==> config.mk <==
export PLATFORM = sky130hd
export DESIGN_NAME = program_loader
export DESIGN_NICKNAME = d
export VERILOG_FILES = /design/src/rtl/loader_pkg.sv /design/src/rtl/program_loader.sv
export SDC_FILE = /design/constraint.sdc
export NUM_CORES = 1
export LEC_CHECK = 0
export BUFFER_PORTS_ARGS = -buffer_cell sky130_fd_sc_hd__buf_4
export CORE_MARGIN = 8
export CORE_UTILIZATION = 30
export CTS_CLUSTER_DIAMETER = 30
export DETAILED_ROUTE_END_ITERATION = 16
export GPL_TIMING_DRIVEN = 0
export PLACE_DENSITY = 0.43
export SLEW_MARGIN = 10
export SYNTH_ARGS = -nofsm -noshare
export SYNTH_HDL_FRONTEND = slang
export SYNTH_SLANG_ARGS = --single-unit
==> constraint.sdc <==
create_clock -name clk -period 4.58 [get_ports clk]
set_input_delay 0.458 -clock clk [delete_from_list [all_inputs] [get_ports clk]]
set_output_delay 0.458 -clock clk [all_outputs]
set_load 0.05 [all_outputs]
==> src/rtl/loader_pkg.sv <==
// Shared types and constants for the boot-time program loader.
package loader_pkg;

    typedef enum logic [1:0] {
        S_SIZE = 2'd0,
        S_DATA = 2'd1,
        S_DONE = 2'd2,
        S_ERR  = 2'd3
    } loader_state_t;

    // Length header is a 4-byte big-endian byte count.
    localparam int SIZE_BYTES = 4;

    // Bit positions inside the sticky err vector.
    localparam int ERR_TIMEOUT  = 0;
    localparam int ERR_OVERFLOW = 1;

endpackage

==> src/rtl/program_loader.sv <==
// Boot-time program download receiver: takes a big-endian byte count followed
// by the program bytes from the UART, packs them little-endian into 32-bit
// words and writes them sequentially into instruction memory. done releases
// the CPU from reset; err reports timeout / memory overflow.
module program_loader
    import loader_pkg::*;
#(
    parameter int          ADDR_W     = 12,
    parameter logic [31:0] BASE_WADDR = 32'd0,
    parameter logic [31:0] TIMEOUT    = 32'd1_000_000
) (
    input  logic              clk,
    input  logic              rstn,
    input  logic [7:0]        rx_data,
    input  logic              rx_valid,
    output logic              imem_we,
    output logic [ADDR_W-1:0] imem_waddr,
    output logic [31:0]       imem_wdata,
    output logic              done,
    output logic [1:0]        err
);

    // One past the last valid word address, kept one bit wider than any
    // address sum so the comparison never wraps.
    localparam logic [32:0] CAPACITY  = 33'd1 << ADDR_W;
    localparam logic [31:0] SIZE_LAST = 32'(SIZE_BYTES - 1);

    loader_state_t state;
    loader_state_t state_next;

    logic [31:0] size;       // shifted-in byte count
    logic [31:0] size_cnt;   // header bytes received so far
    logic [31:0] byte_cnt;   // byte position inside the current word
    logic [31:0] idle_cnt;   // cycles since the last accepted byte
    logic [29:0] widx;       // words consumed so far (written or dropped)
    logic [29:0] nwords;
    logic [23:0] word;       // low three bytes of the word being packed

    logic [31:0] size_word;
    logic [29:0] widx_inc;
    logic [32:0] waddr_full;
    logic        size_last;
    logic        word_last;
    logic        idle_run;
    logic        timeout_hit;
    logic        write_ok;
    logic        write_ovf;

    // Word count is fixed once the header is complete; the low two bits of
    // the byte count are ignored because the host always sends whole words.
    assign nwords     = size[31:2];
    assign size_word  = {size[23:0], rx_data};
    assign widx_inc   = widx + 30'd1;
    assign waddr_full = {3'b000, widx} + {1'b0, BASE_WADDR};

    // State register
    always_ff @(posedge clk or negedge rstn) begin
        if (!rstn) begin
            state <= S_SIZE;
        end else begin
            state <= state_next;
        end
    end

    // Next-state decode; S_DONE and S_ERR are terminal until reset
    always_comb begin
        state_next = state;
        case (state)
            S_SIZE: begin
                if (timeout_hit) begin
                    state_next = S_ERR;
                end else if (size_last) begin
                    state_next = (size_word[31:2] == 30'd0) ? S_DONE : S_DATA;
                end
            end
            S_DATA: begin
                if (timeout_hit) begin
                    state_next = S_ERR;
                end else if (word_last && (widx_inc == nwords)) begin
                    state_next = S_DONE;
                end
            end
            default: state_next = state;
        endcase
    end

    // Per-cycle control decode: byte events, timeout and write qualification
    always_comb begin
        size_last   = (state == S_SIZE) && rx_valid && (size_cnt == SIZE_LAST);
        word_last   = (state == S_DATA) && rx_valid && (byte_cnt == 32'd3);
        idle_run    = ((state == S_SIZE) && (size_cnt != 32'd0)) || (state == S_DATA);
        // A byte arriving on the expiry cycle wins over the timeout.
        timeout_hit = idle_run && !rx_valid && (idle_cnt == TIMEOUT);
        write_ok    = word_last && (waddr_full < CAPACITY);
        write_ovf   = word_last && (waddr_full >= CAPACITY);
    end

    // Header shifter, word packer and progress counters
    always_ff @(posedge clk or negedge rstn) begin
        if (!rstn) begin
            size     <= 32'd0;
            size_cnt <= 32'd0;
            byte_cnt <= 32'd0;
            idle_cnt <= 32'd0;
            widx     <= 30'd0;
            word     <= 24'd0;
        end else begin
            if ((state == S_SIZE) && rx_valid) begin
                size     <= size_word;
                size_cnt <= size_cnt + 32'd1;
            end

            if ((state == S_DATA) && rx_valid) begin
                byte_cnt <= word_last ? 32'd0 : byte_cnt + 32'd1;
                case (byte_cnt[1:0])
                    2'd0:    word[7:0]   <= rx_data;
                    2'd1:    word[15:8]  <= rx_data;
                    2'd2:    word[23:16] <= rx_data;
                    default: ;
                endcase
            end

            // Overflowed words still advance widx so the stream stays aligned.
            if (word_last) begin
                widx <= widx_inc;
            end

            if (rx_valid || !idle_run) begin
                idle_cnt <= 32'd0;
            end else if (idle_cnt != TIMEOUT) begin
                idle_cnt <= idle_cnt + 32'd1;
            end
        end
    end

    // Registered memory write port and sticky status outputs
    always_ff @(posedge clk or negedge rstn) begin
        if (!rstn) begin
            imem_we    <= 1'b0;
            imem_waddr <= '0;
            imem_wdata <= 32'd0;
            done       <= 1'b0;
            err        <= 2'b00;
        end else begin
            imem_we <= write_ok;
            if (write_ok) begin
                imem_waddr <= waddr_full[ADDR_W-1:0];
                imem_wdata <= {rx_data, word};
            end
            if (write_ovf) begin
                err[ERR_OVERFLOW] <= 1'b1;
            end
            if (timeout_hit) begin
                err[ERR_TIMEOUT] <= 1'b1;
            end
            done <= (state_next == S_DONE);
        end
    end

endmodule

==> reports/metrics.yaml, run 1 <==
run_status:
  outcome: "finished, final reports clean"
floorplanning:
  dieWidth_um: 207
  ios: 59
  dieArea_um2: 43000
  initial_core_util_pct: 30.2
  die_h_um: 207
  rows: 70
  core_um2: 36300
power:
  ir_drop_v: 0.000266
  p_per_area_nw_per_um2: 513
  leakagePower_nw: 6.63
clock_network:
  cts.clk_slew.worst_paths_ns: 0.04
  htree_levels: 2
  cts_setup_buffers: 0
  cts_sinks: 232
  cts_tree: "done"
  cts-root-buf: "clkbuf_16"
  cts_buffers: 61
  ctsResizeCount: 0
  cts_buffer_depth: 3
  cts.hold.buffers_added: 1
  insertion_delay_ns: 0.60
drt:
  dr.max_layer_used: "met4"
  wl_met2_um: 12900
  drt_iter0_markers: 383
  post_drt_via_cell_ratio: 4.70
  met1_length_um: 12900
  finalWirelength_um: 27400
  ant_nets: 0
  wire_per_inst_um: 16.0
  wl_met3_um: 899
  drc: 0
  drt-pass1-iter-count: 4
  vias: 8063
sta:
  slew-limit-headroom_pct: 32.7
  setup-tns-final_ns: 0
  tightestPinTransition_ns: 1.00
  setup_viol_count_final: 0
  finalCritPeriodShare_pct: 80.2
  whs_ns: 0.121
  finalClockSkew_ns: 0.0171
  fin_crit_ns: 3.67
  maxSlewViolCount: 0
  fin_ws_ns: 0.905
  rsz0062_at_grt: "no"
  fmax_ghz: 0.272
  finalHoldViolCount: 0
logic_synthesis:
  netlist_instances: 1071
  syn_avg_cell_area_um2: 10.3
  syn-num-nets: 1092
  synthTopCellsByArea: "dfrtp_1, xnor2_1, nand2_1, mux2_2, xor2_1"
  synth_flop_cell: "dfrtp_1"
  synth.distinct_cells: 56
  synth_area_um2: 11000
  synth_edf_count: 0
  yosysSeqAreaShare_pct: 52.9
  synth_area_leader_cell: "dfrtp_1"
  ys_warn_count: 0
  ys_ff_latch: 232
  async_reset_ff_share_pct: 100
  synth_top_area_share_pct: 52.9
critical_path:
  crit_end: "state[0]"
  critPathCaptureType: "register"
  path_class: "register to register"
  cp-start-kind: "register"
  crit_required_ns: 5.06
  cp_max_fo: 8
  rrSetupSlack_ns: 0.91
  critPathArrivalTime_ns: 4.16
  r2r_start: "widx[2]"
  crit_start: "widx[2]"
  regToRegEndpoint: "state[0]"
  reg2reg_depth: 9
hold_path:
  hold_path.class: "input pin to register"
  holdPathStages: 3
global_routing:
  antenna_found_initial: 0
  grt_max_degree: 102
  grt_usage_pct: 12.9
  grt_overflow: 0
  grt_first_pass_wirelength_um: 45500
  grt_pass1_vias: 8416
place:
  placed_area_um2: 12100
  dp_hpwl_um: 18900
  dp_slack_ns: 0.945
  gp_congestion: 0.827
  numPortBuffers: 58
finish:
  fin_area_um2: 14300
  drive_gt1_share_pct: 19.3
  final_net_count: 1216
  area_delta_synth_final_pct: 30.3
  fillerInstances: 3585
  diodes: 0
run:
  maxCapViolations: 0
==> layout make-up <==
type	instances	area [µm²]	area share, %
Buffer	42	174	1.22
Multi-Input combinational cell	780	4940	34.5
Clock inverter	29	467	3.26
Timing Repair Buffer	61	508	3.55
Inverter	17	63.8	0.446
Tap cell	468	586	4.09
Sequential cell	232	5810	40.6
Clock buffer	85	1770	12.3
==> routing by layer <==
layer / GRT usage (%) / up-vias
met5: 0 / -
li1: - / 3933
met1: 16.7 / 3973
met2: 20.5 / 104
met3: 2.78 / 53
met4: 5.89 / 0
==> registers in the layout (all words and copies together) (netlist names) <==
signal and count:
err 2, imem_waddr 12, done 1, byte_cnt 32, widx 30, size_cnt 32, idle_cnt 32, imem_we 1
imem_wdata 32, size 32, state 2, word 24
==> cell usage in the layout (no fill, tap or decap), types with 6 or more instances in the layout <==
cell type  count
nand3_1       53
dfrtp_1      232
buf_4         57
nor2b_1        6
clkinv_2      14
xnor2_1       92
or3_1          6
clkbuf_8      15
and2_1         7
nor3_1        12
clkbuf_16     61
nand2_1      205
mux2i_1        6
buf_2          7
inv_1         17
mux2_2        57
a21oi_1        6
o21ai_0       18
ha_1          10
nor2_1        87
clkbuf_1      42
and4_1        13
nand4_1       32
nor4_1        34
and3_1        19
xor2_1        63
bufinv_16     11
==> worst max-delay path, stage by stage, from the launching register on <==
cell and delay [ns]:
dfrtp_1 0.31, clkbuf_1 0.28, nand3_1 0.29, nor3_1 0.76
nand3_1 0.19, xnor2_1 0.16, or4b_2 0.60, nand4b_1 0.20
or4_4 0.61, and2_4 0.16
==> cell usage after synthesis, types with 2 or more instances <==
cell and number:
clkbuf_1 33, nand4_1 32, a41oi_1 2, nand2_1 205, nor4_2 2, nor2_1 87
dfrtp_1 232, nand4b_1 2, xnor2_1 92, nor2b_1 6, a31oi_1 4, buf_2 7
o31ai_1 2, nor3b_1 5, ha_1 10, o21ai_0 18, xor2_1 63, inv_1 17
nor4_1 34, nand3_1 53, a32oi_1 2, and4_1 13, and3_1 19, nand2b_1 5
or4_1 4, nor4b_1 3, mux2_2 57, or3_1 6, nor3_1 12, and2_1 7
a21o_1 2, a21oi_1 6, mux2i_1 6
==> power breakdown <==
part	internal [mW]	switching, mW	leakage, nW
clock	3.27	1.28	1.11
sequential	2.22	0.117	3.14
combinational	0.214	0.246	2.38
==> logic make-up (layout without fill, tap and decap cells) <==
family	count (synthesis)	in the layout	share of synthesized area [%]
AOI/OAI and AO/OA	46	46	2.69
xor gates and xnor gates	155	155	12.4
adders and majority gates	10	10	1.14
buffers and inverters	59	234	2.16
DFF	232	232	52.9
muxes	63	63	6.39
and+or+nand+nor	506	506	22.4
==> how the worst min path moves through the flow <==
stage / start / end / slack (ns)
CTS: rx_data[0] / imem_wdata[24] / 0.09
floorplan: rstn / byte_cnt[0] / 0.16
global route: rx_data[0] / imem_wdata[24] / 0.09
finish: rx_data[0] / imem_wdata[24] / 0.12
detailed placement: rstn / imem_wdata[10] / 0.40
global placement: word[12] / imem_wdata[12] / 0.45
==> per-stage QoR <==
stage	power, mW	cells	util (%)
2_1_floorplan	2.65	1071	-
3_5_place_dp	2.84	1599	33.2
3_3_place_gp	2.82	1597	33.0
5_1_grt	7.65	1714	39.4
4_1_cts	7.46	1714	39.4
6_report	7.35	1714	39.4
Note: power is estimated with default switching activity, not from simulation.
==> inputs of run 2 (changes only) <==
Settings changed: PLACE_DENSITY 0.43 to 0.45.
Clock period 4.58 ns to 3.3 ns, I/O delays scaled along.
==> reports/metrics.yaml, run 2 (same netlist as run 1, synthesis figures left out) <==
critical_path:
  r2r_start: "widx[0]"
  reg2reg_depth: 9
  path_class: "register to register"
  crit_required_ns: 3.71
  rrSetupSlack_ns: 0.09
  regToRegEndpoint: "state[0]"
  critPathArrivalTime_ns: 3.63
  cp_max_fo: 6
  critPathCaptureType: "register"
  cp-start-kind: "register"
sta:
  finalClockSkew_ns: 0.0215
  fin_ws_ns: 0.0874
  slew-limit-headroom_pct: 34.9
  finalHoldViolCount: 0
  fin_crit_ns: 3.21
  maxSlewViolCount: 0
  setup_viol_count_final: 0
  fmax_ghz: 0.311
  tightestPinTransition_ns: 0.969
  finalCritPeriodShare_pct: 97.4
place:
  placed_area_um2: 12100
  dp_slack_ns: -0.313
  gp_congestion: 0.845
  dp_hpwl_um: 18800
  numPortBuffers: 58
power:
  ir_drop_v: 0.000282
  internal_power_mw: 7.72
  p_switching_mw: 2.21
  leakagePower_nw: 6.63
  p_seq_share_pct: 32.8
  p_per_area_nw_per_um2: 694
  p_clk_share_pct: 60.6
  comb_power_share_pct: 6.6
  p_sw_share_pct: 22.2
global_routing:
  grt_max_degree: 83
  grt_pass1_vias: 8497
  antenna_found_initial: 0
  grt_overflow: 0
  grt_usage_pct: 12.8
  grt_first_pass_wirelength_um: 45400
drt:
  wire_per_inst_um: 16.0
  vias: 8062
  finalWirelength_um: 27300
  drt-pass1-iter-count: 4
  post_drt_via_cell_ratio: 4.71
  drc: 0
  ant_nets: 0
  drt_iter0_markers: 441
finish:
  final_net_count: 1222
  fillerInstances: 3529
  fin_area_um2: 14300
  final_core_util_pct: 39.3
  layout_commonest_cell: "dfrtp_1"
  drive_gt1_share_pct: 19.9
  area_delta_synth_final_pct: 30.2
  diodes: 0
  final_cell_mix: "dfrtp_1, nand2_1, xnor2_1, nor2_1, clkbuf_16"
floorplanning:
  ios: 59
  dieArea_um2: 43000
  dieWidth_um: 207
  core_um2: 36300
  rows: 70
  die_h_um: 207
  initial_core_util_pct: 30.2
clock_network:
  htree_levels: 3
  cts.clk_slew.worst_paths_ns: 0.04
  cts_buffer_depth: 3
  insertion_delay_ns: 0.54
  cts_tree: "done"
  cts-root-buf: "clkbuf_16"
  cts_sinks: 232
  cts_buffers: 66
hold_path:
  min_to: "imem_wdata[24]"
  hp-start: "rx_data[0]"
  hold_path.class: "input pin to register"
  holdPathStages: 3
run_status:
  outcome: "finished, final reports clean"
run:
  maxCapViolations: 0
[run 2: cell count changes in the layout (fill, tap and decap cells not counted), moves of 2 or more]
cell,delta
bufinv_16,-9
clkinv_2,-9
clkbuf_16,+8
clkbuf_8,+5
buf_4,+3
nor4_1,-3
clkbuf_1,+2
dfrtp_1,-2
dfrtp_2,+2
nor4_2,+2
[run 2: power by group through the flow]
stage	Combinational, mW	Sequential [mW]	Clock (mW)
floorplan	0.428	3.25	0
global placement	0.634	3.27	0
detailed placement	0.654	3.28	0
CTS	0.659	3.25	6.18
global route	0.741	3.28	6.35
finish	0.653	3.26	6.02
[run 2: timing repair]
item	in CTS	in global routing
endpoints found under the setup margin	13	3
resized for setup	8	5
hold buffers	1	0
buffers inserted	0	3
pin swaps	0	1
endpoints found under the hold margin	70	0
[run 2: worst max-delay path, cell delays in order (launching register included)]
cell and delay (ns):
dfrtp_2 0.42, ha_2 0.24, and2_1 0.20, nand2_2 0.12
or4_4 0.53, mux2_2 0.27, nand2_1 0.05, or4_1 0.51
or4_4 0.58, and2_4 0.17
[run 2: worst max-delay path by stage]
stage | startpoint | endpoint | slack [ns] | cells past startpoint
floorplan | widx[0] | state[0] | 0.30 | 9
global placement | widx[2] | state[0] | -0.35 | 9
detailed placement | widx[2] | state[0] | -0.31 | 9
CTS | widx[2] | state[0] | 0.02 | 9
global route | widx[1] | state[0] | -0.002 | 9
finish | widx[0] | state[0] | 0.09 | 9
[run 2: area by class of cell]
type | instances | area [µm²] | area share, %
Sequential cell | 232 | 5810 | 40.6
Multi-Input combinational cell | 780 | 4990 | 34.9
Clock buffer | 102 | 2050 | 14.3
Tap cell | 468 | 586 | 4.09
Timing Repair Buffer | 64 | 531 | 3.71
Buffer | 40 | 166 | 1.16
Clock inverter | 9 | 103 | 0.717
Inverter | 17 | 63.8 | 0.446
[run 2: stage by stage]
stage                     power (mW)  cells  setup TNS, ns  hold WS [ns]
final                           9.93   1712              0        0.0492
after global routing            10.4   1712       -0.00215        0.0414
after CTS                       10.1   1711              0        0.0197
after detailed placement        3.93   1599          -1.10         0.331
after global placement          3.91   1597         -19.57         0.452
after floorplan                 3.68   1071              0        0.0344
[run 2: per-layer routing]
metal	global-route usage, %	share of wire [%]	wire length, µm
met1	16.4	47	12800
met2	20.2	46	12600
met3	3.08	4.0	1100
met4	5.89	3.0	819
met5	0	0	0
==> inputs of run 3 (changes only) <==
Settings changed: ABC_AREA from default to 1, PLACE_DENSITY 0.45 to 0.44.
==> reports/metrics.yaml, run 3 <==
finish:
  layout_commonest_cell: "nand2_1"
  fin_area_um2: 15700
  final_cell_mix: "nand2_1, dfrtp_1, inv_1, nand3_1, o21ai_0"
  drive_gt1_share_pct: 14.7
  fin_cells: 2255
  fillerInstances: 4144
  area_delta_synth_final_pct: 30.0
  final_net_count: 1697
  diodes: 0
global_routing:
  grt_overflow: 0
  grt_pass1_vias: 10700
  grt_max_degree: 84
  antenna_found_initial: 0
  grt_usage_pct: 15.0
  grt_first_pass_wirelength_um: 57100
power:
  p_per_area_nw_per_um2: 628
  power_mw: 9.89
  leakagePower_nw: 7.43
  ir_drop_v: 0.000354
logic_synthesis:
  synth_area_um2: 12100
  async_reset_ff_share_pct: 100
  synth_flop_cell: "dfrtp_1"
  synth.distinct_cells: 40
  synthTopCellsByArea: "dfrtp_1, nand2_1, inv_1, nand3_1, o21ai_0"
  yosysSeqAreaShare_pct: 47.9
  yosysMostFrequentCell: "nand2_1"
  synth_edf_count: 0
  syn-num-nets: 1565
  synth_common_cells: "nand2_1, dfrtp_1, inv_1, nand3_1, o21ai_0"
  syn_avg_cell_area_um2: 7.84
  synth_area_leader_cell: "dfrtp_1"
  netlist_instances: 1544
  ys_ff_latch: 232
  synth_top_area_share_pct: 47.9
  ys_warn_count: 0
run_status:
  outcome: "finished, final reports clean"
place:
  dp.cells: 2129
  gp_congestion: 0.838
  numPortBuffers: 58
  dp_hpwl_um: 25400
  placed_area_um2: 13300
sta:
  finalClockSkew_ns: 0.0163
  slew-limit-headroom_pct: 49.5
  rsz0062_at_grt: "no"
  maxSlewViolCount: 0
  finalHoldViolCount: 0
  tightestPinTransition_ns: 0.758
  setup-tns-final_ns: 0
  fin_crit_ns: 2.71
  finalCritPeriodShare_pct: 82.1
  setup_viol_count_final: 0
  fmax_ghz: 0.369
  whs_ns: 0.187
clock_network:
  htree_levels: 3
  cts_tree: "done"
  cts-root-buf: "clkbuf_16"
  cts_setup_buffers: 0
  cts_buffer_depth: 3
  cts_buffers: 69
  cts_sinks: 232
  cts.clk_slew.worst_paths_ns: 0.04
  insertion_delay_ns: 0.56
floorplanning:
  dieArea_um2: 47100
  core_um2: 39800
  ios: 59
  initial_core_util_pct: 30.4
  die_h_um: 217
  rows: 73
  dieWidth_um: 217
critical_path:
  cp_top_family: "simple AND/OR/NAND/NOR gates"
  cpPeakStageDelay_ns: 0.47
  crit_buf_inv: 0
  crit_start: "widx[0]"
  crit_required_ns: 3.77
  crit_slowest_cell: "dfrtp_1"
  cpMostUsedCell: "nand2_1"
  r2r_start: "widx[0]"
  critPathArrivalTime_ns: 3.18
  critPathCaptureType: "register"
  cp-start-kind: "register"
  cp_max_fo: 7
  path_class: "register to register"
  crit_chain: "ha_1 -> nand2_2 -> nor2_4 -> nand2_2 -> nand2_1 -> nand2_1 -> nand2_1 -> nand2_1 -> nor2_1 -> nand2_1 -> nor2_1 -> nand2_1 -> nor2_1 -> nand3_1 -> nand2_1 -> nand2_1 -> nor2_2"
drt:
  ant_nets: 0
  drt-pass1-iter-count: 5
  post_drt_via_cell_ratio: 4.72
  drc: 0
  vias: 10600
  wire_per_inst_um: 15.4
  finalWirelength_um: 34800
  drt_iter0_markers: 684
hold_path:
  hp-start: "rx_data[6]"
  hold_path.class: "input pin to register"
run:
  maxCapViolations: 0
==> run 3: changes by cell type in the layout (fill, tap and decap cells not counted), moves of 19 or more <==
cell	change
nand2_1	+227
inv_1	+168
xor2_1	-19
mux2_2	-57
nand3_1	+77
nor3_1	+35
a21oi_1	+25
o21ai_0	+107
nor2_1	+32
and3_1	-19
xnor2_1	-82
clkbuf_1	-19
==> run 3: what timing repair did <==
| action | 4_1_cts | 5_1_grt |
|---|---|---|
| setup endpoints to repair | 0 | 0 |
| hold buffers | 1 | 0 |
| endpoints found under the hold margin | 70 | 0 |
| resized for setup | 0 | 0 |
==> run 3: cells by family after synthesis <==
kind of cell / count (synthesis) / synth area share, %
simple gates: 850 / 32.7
flops: 232 / 47.9
fa+ha+maj: 10 / 1.03
compound gates: 174 / 7.40
xor+xnor: 54 / 3.91
buf+inv: 224 / 7.03
==> run 3: metal layers <==
| metal | track usage [%] | part of all wire, % |
|---|---|---|
| met1 | 20.9 | 49 |
| met2 | 23.1 | 45 |
| met3 | 3.07 | 3.8 |
| met4 | 4.94 | 2.2 |
| met5 | 0 | 0 |
==> run 3: worst paths after layout <==
path / endpoint / slack (ns) / cells past startpoint
worst max-delay path: done / 0.59 / 17
worst min-delay path: word[6] / 0.19 / 3
worst max register to register: done / 0.59 / 17
worst min register to register: err[0] / 0.46 / 2
max in group asynchronous: widx[27] / 1.76 / 4
min in group asynchronous: byte_cnt[25] / 0.33 / 2
==> run 3: per-stage QoR <==
step                      utilization [%]  setup slack, ns
after floorplan                         -             1.39
after global placement               33.2           -0.198
after detailed placement             33.3            0.603
after CTS                            39.5            0.591
after global routing                 39.5            0.290
final                                39.5            0.592
==> run 3: tightest hold or removal path: stages <==
cell     delay, ns
buf_4         0.09
inv_1         0.10
o21ai_0       0.17
==> run 3: area by class of cell <==
cell class	count	area (µm²)	share of cell area, %
Sequential cell	232	5810	36.9
Clock buffer	89	1950	12.4
Clock inverter	36	509	3.24
Inverter	195	732	4.65
Multi-Input combinational cell	1088	5450	34.7
Timing Repair Buffer	61	508	3.23
Buffer	29	119	0.755
Tap cell	525	657	4.17
==> run 3: where the power goes <==
part / internal [mW] / switching [mW] / leakage [nW]
sequential: 2.86 / 0 / 3.01
clock: 5.06 / 1.88 / 1.23
combinational: 0.0171 / 0.0748 / 3.19
